## src/rtl/data_plane_tx.sv

```systemverilog
// Burst transmitter: GPP words are queued in a FIFO and sent as PKT_WORDS-long
// bursts tagged with the latched destination. DATA_TX_PAD_EN enables zero-padding of short bursts.
module data_plane_tx #(
    parameter int PKT_WORDS = 5,
    parameter int BUF_DEPTH = 8
) (
    input  logic        clk,
    input  logic        rst,
    input  logic [15:0] node_id,
    input  logic        gpp_wtr_dp,
    input  logic [15:0] gpp_tx_data,
    input  logic [15:0] tx_dest_id,
    input  logic        tx_start,
    input  logic        tx_grant,
    output logic [31:0] data_tx_packet,
    output logic        tx_busy,
    output logic        data_tx_complete_flag,
    output logic [3:0]  tx_level,
    output logic        tx_error
);
    localparam logic [15:0] RSVD_ID  = 16'hFFFF;
    localparam logic [31:0] IDLE_PKT = {16'hFFFF, 16'h0000};
    localparam int PW = (BUF_DEPTH > 1) ? $clog2(BUF_DEPTH) : 1;
    localparam int LW = $clog2(BUF_DEPTH + 1);
    localparam int CW = $clog2(PKT_WORDS + 1);

    typedef enum logic [1:0] {IDLE, WAIT_GRANT, SEND, DONE} state_t;

    state_t        state_q, state_d;
    logic [PW-1:0] wr_ptr_q, wr_ptr_d, rd_ptr_q, rd_ptr_d;
    logic [LW-1:0] level_q, level_d;
    logic [CW-1:0] cnt_q, cnt_d;
    logic [15:0]   dest_q, dest_d;
    logic [31:0]   pkt_q, pkt_d;
    logic          err_q, err_d;
    logic [15:0]   mem_q [BUF_DEPTH];
    logic          push, pop, load, start_ok, count_ok;

    function automatic logic [PW-1:0] ptr_inc(input logic [PW-1:0] p);
        return (p == PW'(BUF_DEPTH - 1)) ? '0 : p + PW'(1);
    endfunction

    // Word-count rule is judged on the level before any same-cycle write.
`ifdef DATA_TX_PAD_EN
    assign count_ok = (level_q != '0);
`else
    assign count_ok = (level_q >= LW'(PKT_WORDS));
`endif

    assign start_ok = (tx_dest_id != node_id) && (tx_dest_id != RSVD_ID) && count_ok;

    always_comb begin
        state_d = state_q;
        dest_d  = dest_q;
        cnt_d   = cnt_q;
        pkt_d   = IDLE_PKT;
        err_d   = 1'b0;
        load    = 1'b0;
        pop     = 1'b0;
        push    = gpp_wtr_dp && (state_q != SEND) && (level_q < LW'(BUF_DEPTH));
        if (gpp_wtr_dp && !push) err_d = 1'b1;

        case (state_q)
            IDLE: begin
                if (tx_start) begin
                    if (start_ok) begin
                        state_d = WAIT_GRANT;
                        dest_d  = tx_dest_id;
                    end else begin
                        err_d = 1'b1;
                    end
                end
            end
            WAIT_GRANT: begin
                if (tx_grant) begin
                    state_d = SEND;
                    cnt_d   = CW'(1);
                    load    = 1'b1;
                end
            end
            SEND: begin
                if (cnt_q == CW'(PKT_WORDS)) begin
                    state_d = DONE;
                end else begin
                    cnt_d = cnt_q + CW'(1);
                    load  = 1'b1;
                end
            end
            default: state_d = IDLE;
        endcase

        // Loading the packet register pops the head; an empty buffer sends a zero pad.
        if (load) begin
            pop   = (level_q != '0);
            pkt_d = {dest_q, pop ? mem_q[rd_ptr_q] : 16'h0000};
        end

        wr_ptr_d = push ? ptr_inc(wr_ptr_q) : wr_ptr_q;
        rd_ptr_d = pop  ? ptr_inc(rd_ptr_q) : rd_ptr_q;
        level_d  = level_q + LW'(push) - LW'(pop);
    end

    always_ff @(posedge clk or posedge rst) begin
        if (rst) begin
            state_q  <= IDLE;
            wr_ptr_q <= '0;
            rd_ptr_q <= '0;
            level_q  <= '0;
            cnt_q    <= '0;
            dest_q   <= RSVD_ID;
            pkt_q    <= IDLE_PKT;
            err_q    <= 1'b0;
        end else begin
            state_q  <= state_d;
            wr_ptr_q <= wr_ptr_d;
            rd_ptr_q <= rd_ptr_d;
            level_q  <= level_d;
            cnt_q    <= cnt_d;
            dest_q   <= dest_d;
            pkt_q    <= pkt_d;
            err_q    <= err_d;
        end
    end

    always_ff @(posedge clk) begin
        if (push) mem_q[wr_ptr_q] <= gpp_tx_data;
    end

    assign data_tx_packet        = pkt_q;
    assign tx_busy               = (state_q != IDLE);
    assign data_tx_complete_flag = (state_q == DONE);
    assign tx_level              = 4'(level_q);
    assign tx_error              = err_q;
endmodule

```

## config.mk

```make
export PLATFORM = sky130hd
export DESIGN_NAME = data_plane_tx
export DESIGN_NICKNAME = d
export VERILOG_FILES = /design/src/rtl/data_plane_tx.sv
export SDC_FILE = /design/constraint.sdc
export NUM_CORES = 1
export LEC_CHECK = 0
export ABC_AREA = 0
export BUFFER_PORTS_ARGS = -buffer_cell sky130_fd_sc_hd__buf_2
export CAP_MARGIN = 25
export CORE_MARGIN = 2
export CORE_UTILIZATION = 30
export CTS_CLUSTER_DIAMETER = 60
export CTS_CLUSTER_SIZE = 16
export DETAILED_ROUTE_END_ITERATION = 6
export PLACE_DENSITY = 0.44
export SLEW_MARGIN = 20
export SYNTH_ARGS = -nofsm -noshare
export SYNTH_HDL_FRONTEND = slang
export SYNTH_SLANG_ARGS = --single-unit
```

## constraint.sdc

```tcl
create_clock -name clk -period 3 [get_ports clk]
set_input_delay 0.6 -clock clk [delete_from_list [all_inputs] [get_ports clk]]
set_output_delay 0.6 -clock clk [all_outputs]
set_load 0.02 [all_outputs]
```

==> results of run 1 <==
## cells in the mapped netlist (2+ instances only)
cell,n
sky130_fd_sc_hd__inv_1,14
sky130_fd_sc_hd__dfrtp_1,32
sky130_fd_sc_hd__ha_1,16
sky130_fd_sc_hd__edfxtp_1,128
sky130_fd_sc_hd__nand3b_1,2
sky130_fd_sc_hd__xor2_1,17
sky130_fd_sc_hd__nor2_1,25
sky130_fd_sc_hd__nor3_1,7
sky130_fd_sc_hd__nand2_1,8
sky130_fd_sc_hd__mux2i_1,17
sky130_fd_sc_hd__mux2_2,10
sky130_fd_sc_hd__nand2b_1,4
sky130_fd_sc_hd__dfstp_2,32
sky130_fd_sc_hd__buf_2,7
sky130_fd_sc_hd__or2_2,16
sky130_fd_sc_hd__nor4_1,6
sky130_fd_sc_hd__clkbuf_1,6
sky130_fd_sc_hd__nand3_1,2
sky130_fd_sc_hd__mux4_2,32
sky130_fd_sc_hd__a21o_1,4
sky130_fd_sc_hd__a21oi_1,4
sky130_fd_sc_hd__mux2_4,10
sky130_fd_sc_hd__o21ai_0,5
sky130_fd_sc_hd__nand4_1,4
## metal layers
metal | track usage [%] | vias up | part of all wire [%]
li1 | - | 1841 | -
met3 | 3.57 | 13 | 5.2
met1 | 15.3 | 2121 | 43
met4 | 3.28 | 2 | 0.86
met5 | 0 | - | 0.068
met2 | 21.9 | 98 | 51
## area by class of cell
type / count / area share [%]
Timing Repair Buffer: 108 / 6.56
Sequential cell: 192 / 59.2
Multi-Input combinational cell: 206 / 23.3
Clock inverter: 15 / 1.35
Clock buffer: 17 / 4.59
Tap cell: 330 / 4.45
Inverter: 14 / 0.567
## worst max path at each step
stage,from,to,depth (start not counted)
after CTS,state_q[0],tx_level[2],12
final,state_q[0],tx_level[2],12
after floorplan,state_q[0],tx_level[2],14
after global routing,state_q[0],tx_level[3],12
after global placement,state_q[0],tx_level[1],12
after detailed placement,state_q[0],tx_level[2],12
## flip-flops by register name, summed over array words and instances, names as in the netlist
register and count:
tx_level 4, wr_ptr_q 3, cnt_q 3, mem_q 128, dest_q 16, rd_ptr_q 3
data_tx_packet 32, state_q 2, tx_error 1
## cell families after synthesis
kind of cell    after synthesis  share of synthesized area, %
simple gates                 81                          5.84
fa+ha+maj                    17                          2.85
xor+xnor                     18                          2.04
buf+inv                      28                          1.68
mux                          69                          14.9
compound gates               21                          1.83
flops                       192                          70.9
## metrics by stage
| step | power (mW) | instances | area (um2) | worst slack, ns | hold WS, ns |
|---|---|---|---|---|---|
| global placement | 6.70 | 850 | 8720 | 0.494 | 0.529 |
| finish | 8.74 | 882 | 9270 | 0.391 | 0.335 |
| detailed placement | 6.75 | 850 | 8720 | 0.398 | 0.527 |
| floorplan | 5.85 | 426 | 7750 | 0.151 | 0.491 |
| CTS | 8.93 | 882 | 9270 | 0.375 | 0.357 |
| global route | 9.30 | 882 | 9270 | 0.185 | 0.394 |
## critical path: stages, from the launching register on
cell	delay, ns
sky130_fd_sc_hd__dfrtp_1	0.42
sky130_fd_sc_hd__inv_1	0.11
sky130_fd_sc_hd__ha_1	0.29
sky130_fd_sc_hd__a21boi_2	0.31
sky130_fd_sc_hd__o21ai_1	0.14
sky130_fd_sc_hd__a21o_1	0.18
sky130_fd_sc_hd__inv_1	0.07
sky130_fd_sc_hd__ha_1	0.22
sky130_fd_sc_hd__inv_1	0.06
sky130_fd_sc_hd__ha_1	0.15
sky130_fd_sc_hd__inv_1	0.05
sky130_fd_sc_hd__fa_1	0.37
sky130_fd_sc_hd__xnor2_1	0.13
## power breakdown
group          switching, mW  total (mW)  internal [mW]
Clock                   1.04        2.12           1.09
Combinational           1.49        2.80           1.31
Sequential             0.315        3.81           3.50
Total                   2.84        8.74           5.90
==> results.cfg, run 1 <==
[status]
run_status = complete, no violations

[finish]
regArea_um2 = 5490
fin_util_pct = 36.7
multi_input_gate_area_um2 = 2160
mostFrequentLayoutCell = sky130_fd_sc_hd__edfxtp_1
layout.filler_cells = 2399
synthToLayoutAreaGrowth_pct = 19.8
final_cell_mix = sky130_fd_sc_hd__edfxtp_1 (128), sky130_fd_sc_hd__buf_2 (91), sky130_fd_sc_hd__mux4_2 (32), sky130_fd_sc_hd__dfstp_2 (32), sky130_fd_sc_hd__dfrtp_1 (31)
antenna_cells = 0
num-nets-final = 609
drive_gt1_share_pct = 45.3

[placed_design]
portBuffers = 91
hpwl_after_detailed_placement_mm = 9.96
gp_congestion = 0.707

[floorplanning]
core_region_um2 = 25300
placementRows = 58
die_height_um = 165
die_area_um2 = 27100
initial_core_util_pct = 30.6
ioPinCount = 92
floorplan.die.width_um = 165

[yosys]
synth_largest_area_cell = sky130_fd_sc_hd__edfxtp_1
synth_top_area_share_pct = 49.7
ys_seq_area_share_pct = 70.9
synth-seq-cells = 192
yosys_warnings = 0
avgSynthCellArea_um2 = 18.2
synthesis.instances = 426
synth_edf_count = 128
synthDistinctLibCells = 42
synth_fp_nets = 496
ys_dominant_reg_cell = sky130_fd_sc_hd__edfxtp_1
asyncSetResetFlopFracSynth_pct = 33.3
post_syn_area_um2 = 7740
synth.area.top_cells = sky130_fd_sc_hd__edfxtp_1 (50%), sky130_fd_sc_hd__dfstp_2 (11%), sky130_fd_sc_hd__dfrtp_1 (10%)

[detailed_routing]
drt_drc_violations_left = 0
dr.pass1.iters = 6
drt_iter0_drc = 346
wl_cell_um = 18.4
vias_per_cell = 4.62
number_of_routed_nets_with_antenna_violations = 0
vias = 4075
wl_mm = 16.2

[cts]
clk_pin_slew_ns = 0.08
cts-buffers-inserted = 17
cts_hold_repair.buffers = 0
tritoncts = yes
postCtsResizedCells = 0
ctsLongestPathBuffers = 2
worst_skew_pair.late_latency_ns = 0.43
postCtsSetupRepairBufs = 0
cts_htree_levels = 4
clock_sinks = 192
cts-root-buf = sky130_fd_sc_hd__clkbuf_16

[global_route]
grt_first_pass_wirelength_mm = 24.6
gr-usage-all-layers_pct = 12.6
number_of_global_route_vias_before_repair = 4349
grt-ovfl-total = 0
grt_max_degree = 34
grt_antenna_before_repair = 2

[sta]
setup_repair_after_global_routing_missed_its_margin = no
setup-violations-final = 0
slew_headroom_pct = 43.8
final_period_minus_worst_setup_slack_ns = 2.61
timing.fmax_mhz = 383
hold_viol_final = 0
setup_clock_skew_after_layout_ns = 0.0145
tightestPinTransition_ns = 0.842
fin_crit_sh_pct = 87.0
final-max-slew-violation-count = 0
timing.setup.tns_ns = 0

[worst_setup_path]
worstPathRequired_ns = 3.33
timing.setup.critical_path_class = flop to flop
reg2reg_depth = 12
signal_arrival_time_at_the_worst_endpoint_ns = 2.93
launching_element_type_of_the_critical_path = flop
regToRegSetupSlack_ns = 0.39
r2r_startpoint = state_q[0]
critical_path_peak_fanout = 7
crit_path_end_kind = flop
rr_endpoint = tx_level[2]

[power]
static_leakage_power_nw = 3.52
pwr_density_cell_nw_per_um2 = 943
peakVddDrop_mv = 0.383

[min_path]
hold_removal_path_class = primary input to async pin

[flow_run]
max_cap_viol_count = 0
Power figures use the tool's default switching activity.
==> run 2, diff against run 1 <==
--- a/config.mk
+++ b/config.mk
@@ -13,6 +13,7 @@
 export CTS_CLUSTER_DIAMETER = 60
 export CTS_CLUSTER_SIZE = 16
 export DETAILED_ROUTE_END_ITERATION = 6
+export MAX_ROUTING_LAYER = met4
 export PLACE_DENSITY = 0.44
 export SLEW_MARGIN = 20
 export SYNTH_ARGS = -nofsm -noshare
==> run 2 against run 1 <==
  * Critical path depth stayed put
  * Clock power about the same
  * Register-to-register slack is essentially flat
  * Routed wire length is 0.31% higher
  * Clock-buffer cell count unchanged
  * Critical path type unchanged
  * Largest power group unchanged
==> results.cfg, run 2 (synthesis gave the netlist of run 1 again) <==
[cts]
postCtsSetupRepairBufs = 0
worst_skew_pair.late_latency_ns = 0.43
postCtsResizedCells = 0
ctsLongestPathBuffers = 2
cts-root-buf = sky130_fd_sc_hd__clkbuf_16
cts_htree_levels = 4
tritoncts = yes
cts_hold_repair.buffers = 0
clock_sinks = 192
cts-buffers-inserted = 17
clk_pin_slew_ns = 0.08

[detailed_routing]
drt_iter0_drc = 340
wl_mm = 16.3
dr.pass1.iters = 6
drt_drc_violations_left = 0
wl_cell_um = 18.4
vias = 4098
vias_per_cell = 4.64
number_of_routed_nets_with_antenna_violations = 0

[power]
peakVddDrop_mv = 0.383
p_sw_mw = 2.85
combPwrFrac_pct = 32.1
portion_of_total_power_attributed_to_the_clock_network_pct = 24.4
pwr_density_cell_nw_per_um2 = 943
internal_power_mw = 5.90
static_leakage_power_nw = 3.52
total_power_mw = 8.75
switching_share_pct = 32.6
share_of_power_burned_in_registers_pct = 43.6

[sta]
slew_headroom_pct = 43.4
hold_viol_final = 0
fin_crit_sh_pct = 86.9
setup_repair_after_global_routing_missed_its_margin = no
setup-violations-final = 0
timing.setup.tns_ns = 0
final_period_minus_worst_setup_slack_ns = 2.61
final-max-slew-violation-count = 0
tightestPinTransition_ns = 0.847
timing.fmax_mhz = 384
setup_clock_skew_after_layout_ns = 0.0139

[floorplanning]
core_region_um2 = 25300
die_area_um2 = 27100
ioPinCount = 92
die_height_um = 165
floorplan.die.width_um = 165
initial_core_util_pct = 30.6
placementRows = 58

[global_route]
grt_first_pass_wirelength_mm = 24.6
grt_antenna_before_repair = 2
number_of_global_route_vias_before_repair = 4348
gr-usage-all-layers_pct = 12.9
grt_max_degree = 34
grt-ovfl-total = 0

[worst_setup_path]
timing.setup.critical_path_class = flop to flop
rr_endpoint = tx_level[2]
critical_path_peak_fanout = 7
launching_element_type_of_the_critical_path = flop
crit_path_end_kind = flop
reg2reg_depth = 12
signal_arrival_time_at_the_worst_endpoint_ns = 2.93
r2r_startpoint = state_q[0]
regToRegSetupSlack_ns = 0.39
worstPathRequired_ns = 3.33

[finish]
mostFrequentLayoutCell = sky130_fd_sc_hd__edfxtp_1
drive_gt1_share_pct = 45.3
num-nets-final = 609
fin_util_pct = 36.7
top_register = mem_q
final_cell_mix = sky130_fd_sc_hd__edfxtp_1 (128), sky130_fd_sc_hd__buf_2 (91), sky130_fd_sc_hd__mux4_2 (32), sky130_fd_sc_hd__dfstp_2 (32), sky130_fd_sc_hd__dfrtp_1 (31)
synthToLayoutAreaGrowth_pct = 19.8
largest_reg_flops = 128

[placed_design]
portBuffers = 91
hpwl_after_detailed_placement_mm = 9.96
gp_congestion = 0.715

[flow_run]
max_cap_viol_count = 0

[min_path]
hold_removal_path_class = primary input to async pin

[status]
run_status = complete, no violations
-- run 2: changes by cell type in the layout (fill, tap and decap cells not counted), sizes merged --
cell,delta
diode,+2
-- run 2: worst max path at each step --
stage | start | endpoint | slack, ns | cells past startpoint
after floorplan | state_q[0] | tx_level[2] | 0.15 | 14
after global placement | state_q[0] | tx_level[1] | 0.49 | 12
after detailed placement | state_q[0] | tx_level[2] | 0.40 | 12
after CTS | state_q[0] | tx_level[2] | 0.38 | 12
after global routing | state_q[0] | tx_level[3] | 0.18 | 12
final | state_q[0] | tx_level[2] | 0.39 | 12
-- run 2: layer usage --
metal | routed length (um) | track usage (%)
met5 | 0 | -
met1 | 7000 | 15.4
met2 | 8260 | 21.9
met4 | 151 | 3.64
met3 | 879 | 3.34
-- run 2: critical path: stages, from the launching register on --
cell and delay [ns]:
sky130_fd_sc_hd__dfrtp_1 0.42, sky130_fd_sc_hd__inv_1 0.11, sky130_fd_sc_hd__ha_1 0.29, sky130_fd_sc_hd__a21boi_2 0.31, sky130_fd_sc_hd__o21ai_1 0.14, sky130_fd_sc_hd__a21o_1 0.18
sky130_fd_sc_hd__inv_1 0.06, sky130_fd_sc_hd__ha_1 0.22, sky130_fd_sc_hd__inv_1 0.05, sky130_fd_sc_hd__ha_1 0.15, sky130_fd_sc_hd__inv_1 0.05, sky130_fd_sc_hd__fa_1 0.37
sky130_fd_sc_hd__xnor2_1 0.13
-- run 2: through the flow --
stage               instances  setup slack [ns]  hold slack [ns]  area [um2]
detailed placement        850             0.398            0.527        8720
global placement          850             0.494            0.529        8720
floorplan                 426             0.151            0.491        7750
CTS                       882             0.375            0.357        9270
global route              884             0.185            0.395        9280
finish                    884             0.394            0.335        9280
-- run 2: area by class of cell --
type                    count  area, um2
multi-input cells         206       2160
fillers                  2398      16000
inverters                  14       52.6
flip-flops and latches    192       5490
diodes                      2       5.00
clock inverters            15        125
repair buffers            108        608
clock buffers              17        425
well taps                 330        413
-- run 2: power by group through the flow --
stage	Clock [mW]	Combinational (mW)	Sequential, mW
5_1_grt	2.31	3.09	3.89
3_5_place_dp	0	2.87	3.88
2_1_floorplan	0	1.86	3.99
6_report	2.13	2.80	3.81
4_1_cts	2.21	2.89	3.83
3_3_place_gp	0	2.84	3.86
